--- config.mk ---
export PLATFORM = sky130hd
export DESIGN_NAME = qbert_move_master_flat
export DESIGN_NICKNAME = d
export VERILOG_FILES = /design/src/rtl/qbert_avalon_pkg.sv /design/src/rtl/qbert_move_master_if.sv /design/src/rtl/avm_single_xfer.sv /design/src/rtl/qbert_move_master.sv /design/src/flat_wrapper.sv
export SDC_FILE = /design/constraint.sdc
export NUM_CORES = 1
export LEC_CHECK = 0
export BUFFER_PORTS_ARGS = -buffer_cell sky130_fd_sc_hd__clkbuf_2
export CORE_AREA = 2 2 96 98
export DETAILED_ROUTE_END_ITERATION = 6
export DIE_AREA = 0 0 98 100
export GPL_TIMING_DRIVEN = 0
export SYNTH_ARGS = -nofsm -noshare
export SYNTH_HDL_FRONTEND = slang
export SYNTH_SLANG_ARGS = --single-unit
--- constraint.sdc ---
create_clock -name Avalon_CLK_50 -period 3.2 [get_ports Avalon_CLK_50]
set_clock_uncertainty 0.05 [all_clocks]
set_input_delay 0.32 -clock Avalon_CLK_50 [delete_from_list [all_inputs] [get_ports Avalon_CLK_50]]
set_output_delay 0.32 -clock Avalon_CLK_50 [all_outputs]
set_load 0.005 [all_outputs]
--- src/rtl/qbert_avalon_pkg.sv ---
// Register map, FSM state encodings and shared types for the Q*bert Avalon-MM master.
package qbert_avalon_pkg;

  localparam logic [7:0] A_ENABLE          = 8'd0;
  localparam logic [7:0] A_ISPI            = 8'd1;
  localparam logic [7:0] A_XLENGTH         = 8'd2;
  localparam logic [7:0] A_XYDIAG_DEMI     = 8'd3;
  localparam logic [7:0] A_RANK1_XY_OFFSET = 8'd4;
  localparam logic [7:0] A_TOP_COLOR       = 8'd5;
  localparam logic [7:0] A_POS_XY0         = 8'd6;
  localparam logic [7:0] A_POS_XY1         = 8'd7;
  localparam logic [7:0] A_JUMP            = 8'd8;
  localparam logic [7:0] A_START           = 8'd9;
  localparam logic [7:0] A_BAD_JUMP        = 8'd10;
  localparam logic [7:0] A_DONE_MOVE       = 8'd11;

  typedef logic [2:0] jump_t;

  typedef enum logic [3:0] {
    INIT_XL, INIT_XY, INIT_R1, INIT_EN, IDLE,
    WR_JUMP, WR_START1, POLL_LO, POLL_HI, WR_START0,
    WR_COLOR, ABORT_BAD, ABORT_STOP
  } state_t;

  typedef enum logic { X_REQ, X_LAT } xfer_phase_t;

endpackage

--- src/rtl/qbert_move_master_if.sv ---
// Avalon-MM bus between the Q*bert move master and the MTL controller slave.
interface qbert_move_master_if;
  logic [7:0]  avm_address;
  logic        avm_write;
  logic [31:0] avm_writedata;
  logic        avm_read;
  logic [31:0] avm_readdata;
  logic        avm_waitrequest;

  modport master (
    output avm_address, avm_write, avm_writedata, avm_read,
    input  avm_readdata, avm_waitrequest
  );

  modport slave (
    input  avm_address, avm_write, avm_writedata, avm_read,
    output avm_readdata, avm_waitrequest
  );
endinterface

--- src/rtl/avm_single_xfer.sv ---
// One Avalon-MM transfer at a time: strobe until waitrequest clears, then fixed read latency.
module avm_single_xfer
  import qbert_avalon_pkg::*;
#(
  parameter int unsigned READ_LATENCY = 1
) (
  input  logic        clk,
  input  logic        rst_n,
  input  logic        req,
  input  logic        is_read,
  input  logic [7:0]  addr,
  input  logic [31:0] wdata,
  output logic        done,
  output logic [31:0] rdata,
  qbert_move_master_if.master avm
);
  localparam int unsigned LW = (READ_LATENCY > 1) ? $clog2(READ_LATENCY) : 1;

  xfer_phase_t   phase_q, phase_d;
  logic [LW-1:0] lat_q, lat_d;
  logic          strobe;

  always_ff @(posedge clk or negedge rst_n) begin
    if (!rst_n) begin
      phase_q <= X_REQ;
      lat_q   <= '0;
    end else begin
      phase_q <= phase_d;
      lat_q   <= lat_d;
    end
  end

  always_comb begin
    phase_d = phase_q;
    lat_d   = lat_q;
    done    = 1'b0;
    strobe  = 1'b0;
    case (phase_q)
      X_REQ: begin
        if (req) begin
          strobe = 1'b1;
          if (!avm.avm_waitrequest) begin
            if (is_read) begin
              phase_d = X_LAT;
              lat_d   = LW'(READ_LATENCY - 1);
            end else begin
              done = 1'b1;
            end
          end
        end
      end
      X_LAT: begin
        if (lat_q == '0) begin
          done    = 1'b1;
          phase_d = X_REQ;
        end else begin
          lat_d = lat_q - 1'b1;
        end
      end
      default: phase_d = X_REQ;
    endcase
  end

  // Readdata is only meaningful on the cycle done is high in the latency phase.
  assign rdata             = avm.avm_readdata;
  assign avm.avm_write     = strobe & ~is_read;
  assign avm.avm_read      = strobe & is_read;
  assign avm.avm_address   = strobe ? addr : '0;
  assign avm.avm_writedata = (strobe & ~is_read) ? wdata : '0;

endmodule

--- src/rtl/qbert_move_master.sv ---
// Avalon-MM master driving the MTL controller register map for Q*bert jump sequences.
// Define QBERT_MASTER_TIMEOUT_EN to build the done_move poll timeout and abort path.
module qbert_move_master
  import qbert_avalon_pkg::*;
#(
  parameter logic [10:0] XLENGTH_INIT      = 11'd60,
  parameter logic [20:0] XYDIAG_INIT       = 21'h0F01E,
  parameter logic [20:0] RANK1_OFFSET_INIT = 21'h1E190,
  parameter int unsigned READ_LATENCY      = 1,
  parameter int unsigned POLL_GAP          = 16,
  parameter int unsigned TIMEOUT_CYC       = 2000000
) (
  input  logic        Avalon_CLK_50,
  input  logic        iRST_n,
  input  logic        iCmd_valid,
  input  jump_t       iCmd_jump,
  output logic        oCmd_ready,
  input  logic        iColor_valid,
  input  logic [27:0] iTop_color,
  qbert_move_master_if.master avm,
  output logic        oInit_done,
  output logic        oBusy,
  output logic        oError
);
  localparam int unsigned GW = $clog2(POLL_GAP + 1);

  state_t        state_q, state_d;
  logic          run_q, init_done_q, busy_q;
  jump_t         jump_q;
  logic [27:0]   color_q;
  logic [GW-1:0] gap_q;
  logic          req, is_read, done;
  logic [7:0]    addr;
  logic [31:0]   wdata, rdata;
  logic          cmd_hs, color_take, poll_done, seq_end;
  logic          unused_rdata;

  assign unused_rdata = ^rdata[31:1];

  avm_single_xfer #(.READ_LATENCY(READ_LATENCY)) u_xfer (
    .clk     (Avalon_CLK_50),
    .rst_n   (iRST_n),
    .req     (req),
    .is_read (is_read),
    .addr    (addr),
    .wdata   (wdata),
    .done    (done),
    .rdata   (rdata),
    .avm     (avm)
  );

`ifdef QBERT_MASTER_TIMEOUT_EN
  localparam int unsigned TW = $clog2(TIMEOUT_CYC + 1);
  logic [TW-1:0] to_q;
  logic          to_hit, err_q;

  assign to_hit = (to_q == TW'(TIMEOUT_CYC));

  always_ff @(posedge Avalon_CLK_50 or negedge iRST_n) begin
    if (!iRST_n) begin
      to_q  <= '0;
      err_q <= 1'b0;
    end else begin
      if (state_q == WR_START1 && done) to_q <= '0;
      else if ((state_q == POLL_LO || state_q == POLL_HI) && !to_hit) to_q <= to_q + 1'b1;
      if (cmd_hs) err_q <= 1'b0;
      else if (state_q == ABORT_STOP && done) err_q <= 1'b1;
    end
  end
  assign oError = err_q;
`else
  localparam int unsigned unused_timeout = TIMEOUT_CYC;
  assign oError = 1'b0;
`endif

  assign oCmd_ready = (state_q == IDLE) && init_done_q;
  assign oInit_done = init_done_q;
  assign oBusy      = busy_q;
  assign seq_end    = (state_q == WR_START0 || state_q == ABORT_STOP) && done;

  always_comb begin
    state_d    = state_q;
    req        = 1'b0;
    is_read    = 1'b0;
    addr       = '0;
    wdata      = '0;
    cmd_hs     = 1'b0;
    color_take = 1'b0;
    poll_done  = 1'b0;
    case (state_q)
      INIT_XL: begin
        req = run_q; addr = A_XLENGTH; wdata = {21'b0, XLENGTH_INIT};
        if (done) state_d = INIT_XY;
      end
      INIT_XY: begin
        req = 1'b1; addr = A_XYDIAG_DEMI; wdata = {11'b0, XYDIAG_INIT};
        if (done) state_d = INIT_R1;
      end
      INIT_R1: begin
        req = 1'b1; addr = A_RANK1_XY_OFFSET; wdata = {11'b0, RANK1_OFFSET_INIT};
        if (done) state_d = INIT_EN;
      end
      INIT_EN: begin
        req = 1'b1; addr = A_ENABLE; wdata = 32'd1;
        if (done) state_d = IDLE;
      end
      IDLE: begin
        if (oCmd_ready && iCmd_valid) begin
          cmd_hs  = 1'b1;
          state_d = WR_JUMP;
        end else if (init_done_q && iColor_valid) begin
          color_take = 1'b1;
          state_d    = WR_COLOR;
        end
      end
      WR_JUMP: begin
        req = 1'b1; addr = A_JUMP; wdata = {29'b0, jump_q};
        if (done) state_d = WR_START1;
      end
      WR_START1: begin
        req = 1'b1; addr = A_START; wdata = 32'd1;
        if (done) state_d = POLL_LO;
      end
      // Falling edge of done_move must be seen before the rising one, so a
      // stale 1 from the previous move cannot finish this sequence.
      POLL_LO, POLL_HI: begin
        req = (gap_q == '0); is_read = 1'b1; addr = A_DONE_MOVE;
        if (done) begin
          poll_done = 1'b1;
          if (state_q == POLL_LO && !rdata[0]) state_d = POLL_HI;
          else if (state_q == POLL_HI && rdata[0]) state_d = WR_START0;
        end
`ifdef QBERT_MASTER_TIMEOUT_EN
        else if (to_hit && gap_q != '0) state_d = ABORT_BAD;
`endif
      end
      WR_START0: begin
        req = 1'b1; addr = A_START; wdata = 32'd0;
        if (done) state_d = IDLE;
      end
      WR_COLOR: begin
        req = 1'b1; addr = A_TOP_COLOR; wdata = {4'b0, color_q};
        if (done) state_d = IDLE;
      end
      ABORT_BAD: begin
        req = 1'b1; addr = A_BAD_JUMP; wdata = 32'd1;
        if (done) state_d = ABORT_STOP;
      end
      ABORT_STOP: begin
        req = 1'b1; addr = A_START; wdata = 32'd0;
        if (done) state_d = IDLE;
      end
      default: state_d = INIT_XL;
    endcase
  end

  always_ff @(posedge Avalon_CLK_50 or negedge iRST_n) begin
    if (!iRST_n) begin
      state_q     <= INIT_XL;
      run_q       <= 1'b0;
      init_done_q <= 1'b0;
      busy_q      <= 1'b0;
      jump_q      <= '0;
      color_q     <= '0;
      gap_q       <= '0;
    end else begin
      state_q <= state_d;
      run_q   <= 1'b1;
      if (state_q == INIT_EN && done) init_done_q <= 1'b1;
      if (cmd_hs) begin
        busy_q <= 1'b1;
        jump_q <= iCmd_jump;
      end else if (seq_end) begin
        busy_q <= 1'b0;
      end
      if (color_take) color_q <= iTop_color;
      if (poll_done) gap_q <= GW'(POLL_GAP);
      else if (cmd_hs) gap_q <= '0;
      else if (gap_q != '0) gap_q <= gap_q - 1'b1;
    end
  end

endmodule

--- src/flat_wrapper.sv ---
// flat-port wrapper written by rule: the top's interface ports become plain ports
module qbert_move_master_flat import qbert_avalon_pkg::*;
#(
  parameter logic [10:0] XLENGTH_INIT      = 11'd60,
  parameter logic [20:0] XYDIAG_INIT       = 21'h0F01E,
  parameter logic [20:0] RANK1_OFFSET_INIT = 21'h1E190,
  parameter int unsigned READ_LATENCY      = 1,
  parameter int unsigned POLL_GAP          = 16,
  parameter int unsigned TIMEOUT_CYC       = 2000000
)
  (Avalon_CLK_50, iRST_n, iCmd_valid, iCmd_jump, oCmd_ready, iColor_valid, iTop_color, oInit_done, oBusy, oError, avm_avm_address, avm_avm_write, avm_avm_writedata, avm_avm_read, avm_avm_readdata, avm_avm_waitrequest);
  qbert_move_master_if avm_i ();
  input  logic Avalon_CLK_50;
  input  logic iRST_n;
  input  logic iCmd_valid;
  input  jump_t iCmd_jump;
  output logic oCmd_ready;
  input  logic iColor_valid;
  input  logic [27:0] iTop_color;
  output logic oInit_done;
  output logic oBusy;
  output logic oError;
  output wire logic [$bits(avm_i.avm_address)-1:0] avm_avm_address;
  output wire logic [$bits(avm_i.avm_write)-1:0] avm_avm_write;
  output wire logic [$bits(avm_i.avm_writedata)-1:0] avm_avm_writedata;
  output wire logic [$bits(avm_i.avm_read)-1:0] avm_avm_read;
  input wire logic [$bits(avm_i.avm_readdata)-1:0] avm_avm_readdata;
  input wire logic [$bits(avm_i.avm_waitrequest)-1:0] avm_avm_waitrequest;
  assign avm_avm_address = avm_i.avm_address;
  assign avm_avm_write = avm_i.avm_write;
  assign avm_avm_writedata = avm_i.avm_writedata;
  assign avm_avm_read = avm_i.avm_read;
  assign avm_i.avm_readdata = avm_avm_readdata;
  assign avm_i.avm_waitrequest = avm_avm_waitrequest;
  qbert_move_master #(.XLENGTH_INIT(XLENGTH_INIT), .XYDIAG_INIT(XYDIAG_INIT), .RANK1_OFFSET_INIT(RANK1_OFFSET_INIT), .READ_LATENCY(READ_LATENCY), .POLL_GAP(POLL_GAP), .TIMEOUT_CYC(TIMEOUT_CYC)) u_core (.Avalon_CLK_50(Avalon_CLK_50), .iRST_n(iRST_n), .iCmd_valid(iCmd_valid), .iCmd_jump(iCmd_jump), .oCmd_ready(oCmd_ready), .iColor_valid(iColor_valid), .iTop_color(iTop_color), .avm(avm_i), .oInit_done(oInit_done), .oBusy(oBusy), .oError(oError));
endmodule
==> out/summary.md, run 1 <==
Setup repair after global routing left no endpoint under its margin. For the final routed database, the setup TNS stands at 0 ns. The count of cells along the worst register-to-register path is 5. The flow ran to the end, and the final reports show no timing, DRC or antenna violations. The tools report the clock latency on the worst-skew pair as 0.30 ns. Count of inserted antenna diode cells: 0. The setup path with the least slack is of type flip-flop to output pin. Once the clock tree was built, the resizer swapped 0 gates to a different size. The setup check on the worst reg-to-reg path leaves a slack of 1.09 ns. The floorplan has 35 rows. Buffers inserted to repair hold after CTS numbered 0.

The first global-routing pass estimated 10.6 mm of wire. The number of buffers added for setup after CTS is 0. The tools report the static leakage as 1.58 nW. For this run, the detailed router's first-pass iteration total came to 4. By area the synthesized netlist is led by sky130_fd_sc_hd__dfrtp_1, sky130_fd_sc_hd__mux2_2, sky130_fd_sc_hd__and2_1. Maximum operating frequency: 0.356 GHz. Routability-driven placement finished with a final weighted congestion of 0.877. The run gives 0 as the total grt overflow. For this run, the number of Yosys warnings is 0. The run gives 2227 as the via count of the first global-routing pass. Horizontal die dimension: 98 um. The time the worst path needs with I/O delays and setup works out to 2.81 ns. The minimum hold slack is 0.162 ns.

Across the run, the number of max-cap violations was 0. In this run the critical register-to-register path is captured at u_core.color_q[13]$_DFFE_PN0P_. The logs give 0.00134 mm2 for the multi-input gate area in the final layout and 0 for the number of setup violations in the final report. Number of buffers created by CTS: 5. TritonCTS built the clock tree.

The synthesized design contains 44 register bits. The run gives 2.44 ns as the data arrival time of the worst path. Buffers placed on the I/O ports in this run total 73.

The design draws 2.86 mW. The count of antenna-violating nets left after detailed routing is 0. The tools report the number of I/O pins as 114.

At the pin with the least slew margin, the transition time is 1.13 ns. For this run, the register share of the synthesized area comes to 42.8%. The worst hold path belongs to the class input port to async pin. The detailed-route wire length per cell came out at 14.0 um. The startpoint of the worst register-to-register path is u_core.state_q[2]$_DFFE_PN0P_. Cell at the root of the clock tree: sky130_fd_sc_hd__clkbuf_8. Detailed router's first-iteration violation count: 151. The die covers 0.00980 mm2.

For this block, the routed nets add up to 6.63 mm of wire. For this run, the total global-route usage over all layers was measured as 13.4%. The worst setup path is launched from a flip-flop. Endpoint kind of the worst setup timing path: an output pin.

The power density over the cells works out to 896 mW/mm2. The routed layout has 2241 vias. Synthesis handed over a netlist of 272 instances.

The growth of design area from synthesis to finish works out to 24.3%. The share of synthesized area in the top cell type comes to 42.8%. The clock passes through at most 2 buffers. Cell type with the largest total area after synthesis: sky130_fd_sc_hd__dfrtp_1.

Counting distinct cell types in the post-synthesis netlist gives 48. The ratio of cells with drive above 1 in the final layout is 36.3%, and the sum of net half-perimeters after detailed placement is 5.03 mm. A synthesized cell averages 9.45 um2. In this run the worst path has a maximum fanout of 10.

CTS saw 44 sinks. Leaving out fill and tap cells, the most frequent cell in the layout is sky130_fd_sc_hd__clkbuf_2. The count of final hold-check violations was 0.

Post-CTS clock slew at the launch and capture registers of the worst setup and hold paths: 0.08 ns. The top cell types in the final layout, fill and taps aside, are sky130_fd_sc_hd__clkbuf_2, sky130_fd_sc_hd__dfrtp_1, sky130_fd_sc_hd__nand2_1. The final period utilization is 87.9%, and the count of final max-slew check failures is 0. The core region is 0.00889 mm2.

In the final design database the tool counted 430 nets. The initial utilization of the core area, before any placement, comes to 28.9%. The vertical die dimension is 100 um. The mapped netlist covers 0.00257 mm2.

In the final layout, flip-flops and latches occupy 0.00110 mm2. The run gives 45 as the pin count of the biggest net entering global routing. Data on the critical path is required at its endpoint by 2.83 ns. The tools report the H-tree level count as 2. After detailed routing, the number of remaining DRC violations is 0. The run gives 0 as the initial antenna violation count. For the worst relative slew slack, the log shows 24.3%. Dividing the detail-routed via count by the number of cells gives 4.75. IR analysis of the VDD net gives a maximum drop of 297 uV.

The layout filler cell count is 914.
-- cell usage after synthesis (all sizes together) --
master	n
and2	18
o41ai	2
ha	2
o21ai	12
and4b	1
nor4	3
or3	3
nand2	30
xor2	1
nor3	6
o21bai	2
nor2	24
a21oi	17
buf	19
o21a	5
a211o	1
and3	3
xnor2	3
a211oi	3
a21boi	1
a21o	1
a22o	1
nor2b	3
mux2	31
o31ai	1
o221ai	1
o211ai	2
a31o	1
a221oi	1
nand3	5
nand4	1
a22oi	1
dfrtp	44
o22ai	1
clkbuf	5
or2	1
inv	7
nor4b	2
a31oi	1
nand3b	1
nand2b	3
conb	2
-- how the worst max path moves through the flow --
stage,from,slack (ns),cells after the start,end
detailed placement,u_core.state_q[3]$_DFFE_PN0P_,0.70,6,avm_avm_writedata[25]
CTS,u_core.state_q[3]$_DFFE_PN0P_,0.35,6,avm_avm_writedata[25]
global route,u_core.state_q[3]$_DFFE_PN0P_,0.25,6,avm_avm_writedata[17]
finish,u_core.state_q[3]$_DFFE_PN0P_,0.39,6,avm_avm_writedata[25]
global placement,u_core.state_q[3]$_DFFE_PN0P_,0.69,6,avm_avm_writedata[21]
floorplan,u_core.state_q[0]$_DFFE_PN0P_,1.31,6,avm_avm_writedata[4]
-- routing by layer --
metal	up-vias	part of all wire [%]	global-route usage [%]	wire, um
li1	1098	-	-	-
met5	-	0	0	0
met4	0	1.2	4.38	80
met2	78	51	24.2	3350
met3	8	6.2	2.72	410
met1	1057	42	15.9	2790
-- per-stage QoR --
stage | cells | instance area (um2) | utilization, % | setup WS [ns]
floorplan | 280 | 2600 | - | 1.31
global placement | 464 | 3100 | 34.9 | 0.687
detailed placement | 464 | 3100 | 34.9 | 0.700
CTS | 472 | 3190 | 35.9 | 0.350
global route | 472 | 3190 | 35.9 | 0.247
finish | 472 | 3190 | 35.9 | 0.388
-- worst max-delay path, stage by stage, from the launching register on --
cell,delay [ns]
sky130_fd_sc_hd__dfrtp_1,0.55
sky130_fd_sc_hd__buf_2,0.28
sky130_fd_sc_hd__nand2_1,0.13
sky130_fd_sc_hd__nor4_2,0.52
sky130_fd_sc_hd__clkbuf_1,0.36
sky130_fd_sc_hd__and2_1,0.19
sky130_fd_sc_hd__clkbuf_2,0.11
-- kinds of logic (layout without fill, tap and decap cells) --
logic type	count (synthesis)	in the layout	synth area share, %
buffers and inverters	31	112	6.38
XOR/XNOR	4	4	1.36
AO/OA/AOI/OAI	54	54	13.2
multiplexers	31	31	13.6
flip-flops	44	44	42.8
adder cells (fa/ha/maj)	2	2	0.974
AND/OR/NAND/NOR	104	104	21.4
other	2	10	0.292
-- state kept, by name, summed over array words and instances, names as in the netlist --
signal,count
u_core.gap_q,5
u_core.u_xfer.phase_q,1
u_core.run_q,1
u_core.jump_q,3
u_core.color_q,28
u_core.oBusy,1
u_core.state_q,4
u_core.oInit_done,1
-- final cells by class --
class                           instances  share of cell area [%]
Buffer                                 24                    4.31
Clock buffer                            8                    2.82
Inverter                                7                   0.823
Multi-Input combinational cell        205                    41.8
Sequential cell                        44                    34.5
Tap cell                              111                    4.35
Timing Repair Buffer                   73                    11.4
-- power by group --
group / switching (mW) / internal [mW]
clock network: 0.192 / 0.177
logic: 0.837 / 0.678
registers: 0.162 / 0.816
Note: power is estimated with default switching activity, not from simulation.
==> run 2: changes to the inputs <==
--- a/config.mk
+++ b/config.mk
@@ -6,10 +6,11 @@
 export NUM_CORES = 1
 export LEC_CHECK = 0
 export BUFFER_PORTS_ARGS = -buffer_cell sky130_fd_sc_hd__clkbuf_2
-export CORE_AREA = 2 2 96 98
+export CORE_AREA = 2 2 74 76
 export DETAILED_ROUTE_END_ITERATION = 6
-export DIE_AREA = 0 0 98 100
+export DIE_AREA = 0 0 76 78
 export GPL_TIMING_DRIVEN = 0
+export PLACE_DENSITY = 0.84
 export SYNTH_ARGS = -nofsm -noshare
 export SYNTH_HDL_FRONTEND = slang
 export SYNTH_SLANG_ARGS = --single-unit
==> run 2 against run 1 <==
  * Utilization grew 27 points
  * Count of clock-buffer cells in the layout decreased by 2
  * Largest power group unchanged
  * Register-to-register slack better by 0.10 ns
  * Non-clock buffer count did not move
  * Total power grew 0.14%
  * First-iteration DRC count shrank 16%
  * Final area down 1.4%
  * Final cell count fell by 8.7%
  * Largest cell class unchanged
==> out/summary.md, run 2 (synthesis gave the netlist of run 1 again) <==
For the floorplan die area, the log shows 0.00593 mm2. Global routing used 21.6% of the available tracks across all layers. The total grt overflow was 0.

Vertical die dimension: 78 um. In the final layout, the multi-input gates occupy 0.00134 mm2. The design draws 2.87 mW. Static timing analysis puts the maximum clock frequency at 0.376 GHz. The number of buffer cells added on primary ports is 73. The worst pin sits at a relative slew slack of 29.0%.

After clock tree synthesis, the setup repair step added 0 buffers. The run gives 0 as the count of final max-slew check failures. After detailed placement, the design holds a cell count of 423. The count of inserted antenna diode cells is 0, and the site row count is 26.

The hold-fix buffer count after cts was 0. The clock network fraction of design power was 13.3%; the number of setup violations in the final report was 0. In the final layout, the registers with the most flip-flops are u_core.color_q: 28 flops, u_core.gap_q: 5 flops, u_core.state_q: 4 flops. The setup path with the least slack is of type flip-flop to output pin.

TritonCTS built the clock tree. The worst setup path is launched from a flip-flop. Registers take 0.00110 mm2. The initial antenna violation count is 0, and the via count of the routed design is 2307. The placed instances occupy a cell area of 0.00305 mm2. The relative contribution of combinational cells to total power is 52.6%, and the largest fanout on the critical path is 10.

The finished layout holds 431 standard cells, fillers aside. Buffers inserted during clock tree synthesis total 5. In this run the power density over the cells is 910 mW/mm2.

Cells with a size suffix above 1 make up 36.8% of the layout. In the routed design, unresolved DRC markers number 0. The endpoint kind of the worst setup timing path is an output pin. Traced cell by cell, the critical path runs through buf_2, nand2_1, nor4_2, clkbuf_1, and2_1, clkbuf_2. The flip-flop count of the largest register after layout was 28. After clock tree synthesis, the clock-pin slew on the worst setup and hold paths is 0.09 ns. The register with the most flip-flops is u_core.color_q.

No sink is reached through more buffers than the 2 on the longest clock path. The per-cell via count in the routed design is 5.35. After routing the design area is 0.00315 mm2.

On the worst path, the slowest cell contributes a delay of 0.50 ns. Via count of the first global-routing pass: 2277. For the wire length of the first global-routing pass, the log shows 10.3 mm.

The run gives 2.83 ns as the critical path required time. The library cells used most frequently in the layout, excluding fill and tap cells, are sky130_fd_sc_hd__clkbuf_2, sky130_fd_sc_hd__dfrtp_1, sky130_fd_sc_hd__nand2_1. The growth of design area from synthesis to finish came out at 22.5%. Adding up every negative setup slack in the final design gives 0 ns. Counting I/O delays and the setup requirement, the final critical path takes 2.66 ns. The clock sink total is 44. VDD sags by at most 500 uV.

The cell-internal power was 1.67 mW; the post-cts sizing count was 0. In this run the static leakage power is 1.59 nW. At the worst endpoint, the arrival time is 2.29 ns. After detailed routing, the average wire length per cell comes to 14.3 um. For this block, the initial DRC count from the detailed router was 127. Leaving out fill and tap cells, the most frequent cell in the layout is sky130_fd_sc_hd__clkbuf_2. The core region is 0.00504 mm2. For this configuration, the core starts out at a cell density of 51.0%.

After layout, the worst path uses 83.2% of the clock period. The worst hold-check path type was input port to async pin. Net switching share of the total power: 41.6%. Of the total power, registers draw 34.1%. The master of the slowest instance on the critical path was sky130_fd_sc_hd__dfrtp_1. The count of antenna-violating nets left after detailed routing was 0.

The tools report the clock latency on the worst-skew pair as 0.30 ns. The logs give 430 for the number of nets in the final layout and 2 for the H-tree level count. The cell at the root of the clock tree is sky130_fd_sc_hd__clkbuf_8.

Count of final hold-check violations: 0. The congestion estimate from routability-driven global placement came to 0.943. In this run the power spent charging and discharging nets is 1.19 mW. The tools report the sum of net half-perimeters after detailed placement as 4.62 mm. Pin placement for this block handled 114 I/O pins. The logs give 0 for the reported max-cap violation count and 5 for the number of optimization iterations in the first detailed-route pass.

The flow ran to the end, and the final reports show no timing, DRC or antenna violations. The layout filler cell count came out at 409. After detailed routing, the total wire length is 6.15 mm.

Setup repair after global routing left no endpoint under its margin. Entering global routing, the biggest net connects 45 pins. At the pin with the least slew margin, the transition time is 1.07 ns. Measured along the x axis, the die boundary spans 76 um.
==> run 2: final timing paths <==
check | start | to | slack, ns | depth (start not counted)
worst min-delay path | iRST_n | u_core.color_q[25]$_DFFE_PN0P_ | 0.14 | 1
min in group Avalon_CLK_50 | iCmd_jump[0] | u_core.jump_q[0]$_DFFE_PN0P_ | 0.16 | 3
worst min register to register | u_core.color_q[19]$_DFFE_PN0P_ | u_core.color_q[19]$_DFFE_PN0P_ | 0.46 | 1
worst max-delay path | u_core.state_q[3]$_DFFE_PN0P_ | avm_avm_writedata[26] | 0.54 | 6
worst max register to register | u_core.state_q[2]$_DFFE_PN0P_ | u_core.color_q[12]$_DFFE_PN0P_ | 1.19 | 5
max in group asynchronous | iRST_n | u_core.color_q[4]$_DFFE_PN0P_ | 2.30 | 1
==> run 2: metrics by stage <==
step / util [%] / hold WS, ns / setup WS [ns]
CTS: 62.5 / 0.153 / 0.539
floorplan: - / -0.0256 / 1.31
global placement: 60.5 / 0.417 / 0.877
detailed placement: 60.5 / 0.439 / 0.870
finish: 62.5 / 0.144 / 0.538
global route: 62.5 / 0.165 / 0.326
==> run 2: layout make-up <==
| cell class | instances | area share [%] |
|---|---|---|
| Clock buffer | 6 | 2.62 |
| Clock inverter | 2 | 0.437 |
| Timing Repair Buffer | 73 | 11.6 |
| Multi-Input combinational cell | 205 | 42.4 |
| Sequential cell | 44 | 35.0 |
| Tap cell | 70 | 2.78 |
| Buffer | 24 | 4.37 |
| Inverter | 7 | 0.834 |
==> run 2: power groups by stage <==
stage	Combinational, mW	Sequential (mW)	Clock (mW)
2_1_floorplan	1.07	0.934	0
3_3_place_gp	1.45	0.964	0
3_5_place_dp	1.50	0.987	0
4_1_cts	1.51	0.976	0.385
5_1_grt	1.68	1.01	0.400
6_report	1.51	0.977	0.380
==> run 2: layer usage <==
metal,routed length (um),track usage [%]
met1,2420,25.4
met2,3090,38.0
met4,97,7.27
met3,545,6.05
met5,0,0
==> run 2: critical path, delay by kind of cell (launching register included) <==
kind	cells	cell delay, ns
AND/OR/NAND/NOR	3	0.76
buffers and inverters	3	0.73
flip-flops	1	0.50
